--- src/rtl/muldiv_seq.sv ---
// Iterative unsigned multiply / restoring divide sequencer, one bit per clock.
// Handshake: ready/start in, done pulse out with result, remainder and destination tag.
module muldiv_seq #(
   parameter int RV = 32,
   parameter int CW = 5
) (
   input  logic          clk,
   input  logic          reset,
   input  logic          start_mul,
   input  logic          start_div,
   input  logic          kill,
   input  logic [RV-1:0] rs1_val,
   input  logic [RV-1:0] rs2_val,
   input  logic [3:0]    rd_in,
   output logic          ready,
   output logic          busy,
   output logic          done,
   output logic [RV-1:0] result,
   output logic [RV-1:0] rem,
   output logic [3:0]    rd_out,
   output logic          div_zero
);

   typedef enum logic [1:0] {IDLE, MUL, DIV, DONE} state_t;

   state_t        r_state;
   logic [RV-1:0] r_opa;    // multiplicand, or dividend shifting into quotient
   logic [RV-1:0] r_opb;    // multiplier, or divisor
   logic [RV-1:0] r_acc;    // product accumulator, or partial remainder
   logic [CW-1:0] r_cnt;
   logic [3:0]    r_rd;

   logic          w_accept;
   logic          w_last;
   logic [RV-1:0] w_mul_acc;
   logic [RV:0]   w_shift;
   logic          w_ge;
   logic [RV-1:0] w_sub_lo;
   logic [RV-1:0] w_rem_nx;
   logic [RV-1:0] w_quo_nx;

   assign ready = (r_state == IDLE) || (r_state == DONE);
   assign busy  = (r_state == MUL) || (r_state == DIV);
   assign done  = (r_state == DONE);

   assign w_accept  = ready && !kill && (start_mul || start_div);
   assign w_last    = (r_cnt == CW'(RV - 1));
   assign w_mul_acc = r_acc + (r_opb[0] ? r_opa : '0);

   // The remainder after each step is below the divisor, so RV bits hold it.
   assign w_shift  = {r_acc, r_opa[RV-1]};
   assign w_ge     = (w_shift >= {1'b0, r_opb});
   assign w_sub_lo = w_shift[RV-1:0] - r_opb;
   assign w_rem_nx = w_ge ? w_sub_lo : w_shift[RV-1:0];
   assign w_quo_nx = {r_opa[RV-2:0], w_ge};

   always_ff @(posedge clk or negedge reset) begin
      if (!reset) begin
         r_state  <= IDLE;
         r_opa    <= '0;
         r_opb    <= '0;
         r_acc    <= '0;
         r_cnt    <= '0;
         r_rd     <= '0;
         result   <= '0;
         rem      <= '0;
         rd_out   <= '0;
         div_zero <= 1'b0;
      end else begin
         case (r_state)
            IDLE, DONE: begin
               if (w_accept) begin
                  r_opa   <= rs1_val;
                  r_opb   <= rs2_val;
                  r_rd    <= rd_in;
                  r_acc   <= '0;
                  r_cnt   <= '0;
                  r_state <= start_mul ? MUL : DIV;
               end else begin
                  r_state <= IDLE;
               end
            end
            MUL: begin
               if (kill) begin
                  r_state <= IDLE;
               end else begin
                  r_acc <= w_mul_acc;
                  r_opa <= r_opa << 1;
                  r_opb <= r_opb >> 1;
                  r_cnt <= r_cnt + CW'(1);
                  if (w_last) begin
                     result   <= w_mul_acc;
                     rem      <= '0;
                     rd_out   <= r_rd;
                     div_zero <= 1'b0;
                     r_state  <= DONE;
                  end
               end
            end
            DIV: begin
               if (kill) begin
                  r_state <= IDLE;
               end else begin
                  r_acc <= w_rem_nx;
                  r_opa <= w_quo_nx;
                  r_cnt <= r_cnt + CW'(1);
                  if (w_last) begin
                     result   <= w_quo_nx;
                     rem      <= w_rem_nx;
                     rd_out   <= r_rd;
                     div_zero <= (r_opb == '0);
                     r_state  <= DONE;
                  end
               end
            end
            default: r_state <= IDLE;
         endcase
      end
   end

endmodule

--- config.mk ---
export PLATFORM = sky130hd
export DESIGN_NAME = muldiv_seq
export DESIGN_NICKNAME = d
export VERILOG_FILES = /design/src/rtl/muldiv_seq.sv
export SDC_FILE = /design/constraint.sdc
export NUM_CORES = 1
export LEC_CHECK = 0
export ABC_AREA = 1
export CORE_UTILIZATION = 52
export DETAILED_ROUTE_END_ITERATION = 10
export PLACE_DENSITY = 0.77
export SLEW_MARGIN = 10
export SYNTH_ARGS = -nofsm -noshare
export SYNTH_HDL_FRONTEND = slang
export SYNTH_SLANG_ARGS = --single-unit
--- constraint.sdc ---
create_clock -name clk -period 2.6 [get_ports clk]
set_clock_uncertainty 0.1 [all_clocks]
set_input_delay 0.52 -clock clk [delete_from_list [all_inputs] [get_ports clk]]
set_output_delay 0.52 -clock clk [all_outputs]
set_load 0.05 [all_outputs]
# [Word-level counts from Yosys, hierarchy flattened]
# Cells that the tools add are included.
[word_totals] regBits=176 in_bits=73 output_inout_bits=72 word_cells=80
[op_classes] n_addsub=3 order_cmp=1 n_eq_ne=11 mux=36 n_bitwise=1 reduce_logical=18
[op_table] operator="$mux W32" count=18
[op_table] operator="$pmux W32 S2" count=3
[op_table] operator="$pmux W32 S3" count=2
[op_table] operator="$ge A33 B32 Y1" count=1
[op_table] operator="$add A32 B32 Y32" count=1
[op_table] operator="$logic_not A32 Y1" count=1
[op_table] operator="$sub A32 B32 Y32" count=1
[op_table] operator="$ne A2 B2 Y1 const B" count=6
[op_table] operator="$mux W5" count=2
[op_table] operator="$pmux W5 S2" count=1
[op_table] operator="$reduce_and A3 Y1" count=3
[op_table] operator="$mux W2" count=4
[op_table] operator="$add A5 B1 Y5 const B" count=1
[op_table] operator="$eq A5 B5 Y1 const B" count=1
[op_table] operator="$reduce_and A5 Y1" count=1
[op_table] operator="$eq A2 B2 Y1 const B" count=2
[op_table] operator="$mux W1" count=4
[op_table] operator="$pmux W2 S2" count=1
[op_table] operator="$reduce_and A2 Y1" count=2
[op_table] operator="$reduce_bool A2 Y1" count=2
[op_table] operator="$reduce_or A2 Y1" count=2
[op_table] operator="$logic_or A1 B1 Y1" count=3
[op_table] operator="$ne A3 B1 Y1 const B" count=1
[op_table] operator="$eq A2 B1 Y1 const B" count=1
[op_table] operator="other kinds (5)" count=6

# [Depth between registers and ports, before layout]
[depth] ltp_word=6 ltp_mapped=20 depth_no_buf=18

# [Worst setup path after synthesis]
# No wires, ideal clock.
[synth_path] path_type="register -> register" from="reg r_opb[0]" to="reg r_acc[12]" setup_time_ps=66 arrival_ps=2437 t_required_ps=2434 path_slack_ps=-2 path_stages_with_launch=17 synth_period_minus_slack_ps=2602 path_cell_list="dfrtp_1 clkbuf_1 clkbuf_1 nand2_1 inv_1 ha_1 fa_1 nand2_1 nand3_1 and2_1 nand4_1 nand2_1 xnor2_1 or2_2 nand2_1 nand2_1 nand2_1"
[synth_via] elab_chain_cells=4 elab_cells_between_ends=8 classes_between="add/sub: 2; order compare: 1; mux: 5"
[synth_rtl] element="from (decl)" line_no="28" source="logic [RV-1:0] r_opb;"
[synth_rtl] element="from (signal assigned)" line_no="74" source="r_opb <= rs2_val;"
[synth_rtl] element="from (signal assigned)" line_no="89" source="r_opb <= r_opb >> 1;"
[synth_rtl] element="$sub A32 B32 Y32 (tied with other cells)" line_no="53" source="assign w_sub_lo = w_shift[RV-1:0] - r_opb;"
[synth_rtl] element="$mux W32 / $add A32 B32 Y32 (equally long branches)" line_no="54, 48"
[synth_rtl] element="$mux W32 (on tied branches)" line_no="101, 84"
[synth_rtl] element="$pmux W32 S3 (*)" line_no="70" source="case (r_state)"
[synth_rtl] element="to (signal assigned)" line_no="87" source="r_acc <= w_mul_acc;"
[synth_rtl] element="to (signal assigned)" line_no="104" source="r_acc <= w_rem_nx;"
[synth_rtl] element="to (decl)" line_no="29" source="logic [RV-1:0] r_acc;"
# Every way passes the cells marked *; elsewhere a longest branch is shown, timed or not. The select of a mux whose other input is x is not followed.
# A chain may end at the register's enable or synchronous reset.

# [Final worst setup path]
[layout_path] from="reg r_opb[0]" to="reg r_acc[16]"
# Same word-level chain as after synthesis.

==> results_dict.tcl <==
set metrics [dict create \
    outcome "complete, but fails checks" \
    failing_checks "negative setup slack" \
    yosys_warnings 0 \
    synth.most_common_cell "nand2_1" \
    power.share.clock 0.173 \
    multiInputGateArea_um2 8330 \
    floorplan_core_area_um2 24500 \
    cp.arrival_ps 2940 \
    tritoncts "yes" \
    filler_cell_count 2074 \
    drive_gt1_frac 0.163 \
    largest_stage_delay_on_the_critical_path_ps 500 \
    finalNonFillerCells 2553 \
    switching_power_mw 7.51 \
    clk_transition_reported_paths_ps 80 \
    die-area_um2 25900 \
    overflow 0 \
    route.met3.wl_um 3680 \
    placedCellCount 2512 \
    critPathLaunchType "flop" \
    postRouteAntennaNets 0 \
    unrepaired_setup_endpoints_after_global_routing "true" \
    antenna_found_initial 0 \
    clock.fmax_mhz 376 \
    cts.sinks 176 \
    routedWlPerCell_um 18.2 \
    nets 2360 \
    die_x_um 161 \
    critical_path.most_common_cell "nand2_2" \
    via_per_inst 5.58 \
    swShare 0.476 \
    post-dp-hpwl_um 34700 \
    dr_total_vias 14200 \
    async_set_reset_flop_share_out_of_synthesis 1.00 \
    drt_pre_antenna_iters 6 \
    netlist_area_um2 13100 \
    gp_congestion 1.02 \
    ys_top_cells_by_count "nand2_1, inv_1, dfrtp_1, o21ai_0, nand3_1" \
    io_pins 145 \
    floorplan.die.height_um 161 \
    worst-path-max-fanout 8 \
    tightestPinTransition_ps 537 \
    worst_ir_drop_vdd_v 0.000569 \
    maxCapViolCount 0 \
    synth_top_cells_by_area "dfrtp_1, nand2_1, inv_1" \
    postSynthRegisterBits 176 \
    grtUsageTotal 0.352 \
    worst-setup-path-type "flop to flop" \
    timing.critical_path.slowest_stage_cell "dfrtp_2" \
    std_cell_rows 57 \
    insertedDiodeCount 0 \
    seq_power_share 0.245 \
    place_area_um2 15700 \
    cp-end-kind "flop" \
    clock_network_latency_to_the_later_pin_of_the_worst_skew_pair_ps 450 \
    synth_largest_type_area_fraction 0.335 \
    layout-area-overhead-vs-synth_pct 32.1 \
    grt_first_pass_wirelength_um 71000 \
    placement.io_buffers 144 \
    start_util 0.536 \
    synth_fp_nets 2142 \
    power.internal_mw 8.27 \
    wl_met2_um 21300 \
    routed.top_layer "met4" \
    netlist-cell-type-count 38 \
    slew_headroom 0.641 \
    cts_max_level 4 \
    tritoncts.num_buffers 17 \
    ys.flop_type "dfrtp_1" \
    routed_wl_um 46500 \
    final-setup-viol-count 15 \
    crit_path_time_final_ps 2660 \
    number_of_enable_flip_flop_cells_after_synthesis 0 \
    wire_length_on_met1_um 20200 \
    cellPowerDensity_nw_per_um2 909 \
    timing.final.max_slew_violations 0 \
    placement.setup.worst_slack_ps -99.7 \
    number_of_global_route_vias_before_repair 13400 \
    post-route-cell-area_um2 17400 \
    worst_hold_path_class "flop to flop" \
    post-synth-top-area-cell "dfrtp_1" \
    ys_seq_area_frac 0.335 \
    cts.root.buffer_cell "clkbuf_16" \
    syn_avg_cell_area_um2 6.58 \
    power_leakage_nw 8.72 \
    drt_first_iter_violations 1255 \
    critical_path_required_ps 2880 \
    power.combinational.fraction 0.583 \
    grt_max_degree 93 \
    total_power_mw 15.8 \
    post_synth_inst_count 1998 \
    cts_buffer_depth 2 \
    timing.critical_path.cells "buf_12 > nand2_4 > inv_2 > ha_4 > fa_2 > nand2_2 > nand3_2 > nand3_2 > nand2_2 > nand2_2 > nand2_4 > nand2_2 > nand2_2 > xor2_2 > nand2_2 > nand2_1 > nand2_1 > nand2_1" \
    seq_area_um2 4410 \
    detail_route.drc_violations 0 \
    timing.final.ws_setup_ps -61.3 \
    final_report_hold_violation_count 0 \
    final_min_period_over_clock_period 1.02 \
]
per-stage QoR:
| step | TNS, ps | util | hold slack, ps |
|---|---|---|---|
| floorplan | 0 | - | 124 |
| global placement | -160 | 0.641 | 351 |
| detailed placement | -324 | 0.641 | 350 |
| CTS | 0 | 0.667 | 391 |
| global route | -2990 | 0.708 | 418 |
| finish | -464 | 0.708 | 387 |
power by group through the flow:
stage | combinational, mW | clock (mW) | sequential [mW]
final | 9.19 | 2.73 | 3.86
after floorplan | 5.05 | 0 | 3.64
after global placement | 7.73 | 0 | 3.81
after CTS | 7.91 | 2.72 | 3.77
after detailed placement | 7.81 | 0 | 3.83
after global routing | 10.0 | 2.83 | 3.91
state kept, by name (all words and copies together) (netlist names):
signal	cells
r_cnt	5
r_acc	32
r_opa	32
rem	32
r_rd	4
div_zero	1
r_state	2
rd_out	4
r_opb	32
result	32
metal layers:
metal | vias to the layer above | track usage
met5 | - | 0
met4 | 0 | 0.0986
met3 | 93 | 0.0398
met2 | 616 | 0.571
met1 | 6660 | 0.496
li1 | 6866 | -
layout make-up:
type	instances	share of cell area
clock buffer	17	0.0245
clock inverter	15	0.00958
inverter	284	0.0614
multi-input combinational	1466	0.479
sequential	176	0.254
tap	324	0.0233
timing repair buffer	271	0.148
timing repair:
item	4_1_cts	5_1_grt
endpoints found under the hold margin	36	0
pin swaps	0	17
setup endpoints to repair	11	81
hold buffers	1	0
setup buffers	0	6
cloned	0	2
resized for setup	13	199
worst max-delay path, delay by kind of cell (launching register included):
family | cells | cell delay (ps)
simple gates | 13 | 970
fa+ha+maj | 2 | 540
flops | 1 | 500
xor+xnor | 1 | 240
buf+inv | 2 | 230
cell usage in the layout (no fill, tap or decap), types with 11 or more instances in the layout:
cell	count
dfrtp_1	172
ha_4	35
nand4_1	20
a21oi_1	75
nand3_2	14
nor2_2	30
xnor2_1	14
a21oi_2	20
nand2_1	638
nand2_2	41
ha_1	24
buf_4	114
clkbuf_16	19
o21ai_1	55
nor3_1	12
nor2_1	81
o211ai_1	62
nand3_1	100
o21ai_0	144
buf_12	11
nand3b_1	17
inv_1	275
clkdlybuf4s50_1	141
cells by family after synthesis:
| kind of cell | count (synthesis) | share of synthesized area |
|---|---|---|
| xor gates and xnor gates | 26 | 0.0173 |
| buffers and inverters | 356 | 0.105 |
| and+or+nand+nor | 985 | 0.312 |
| adders and majority gates | 71 | 0.0687 |
| AOI/OAI and AO/OA | 384 | 0.162 |
| DFF | 176 | 0.335 |
worst paths after layout:
| kind | end | slack [ps] | start | cells past startpoint |
|---|---|---|---|---|
| setup / recovery | r_acc[16]$_DFFE_PN0P_ | -60 | r_opb[0]$_DFFE_PN0P_ | 18 |
| hold / removal | result[30]$_DFFE_PN0P_ | 390 | result[30]$_DFFE_PN0P_ | 2 |
| setup reg to reg | r_acc[16]$_DFFE_PN0P_ | -60 | r_opb[0]$_DFFE_PN0P_ | 18 |
| hold reg to reg | result[30]$_DFFE_PN0P_ | 390 | result[30]$_DFFE_PN0P_ | 2 |
| max in group asynchronous | result[21]$_DFFE_PN0P_ | 1170 | reset | 3 |
| min in group asynchronous | r_opb[5]$_DFFE_PN0P_ | 460 | reset | 2 |
No activity file was read; power rests on OpenSTA's default activity.
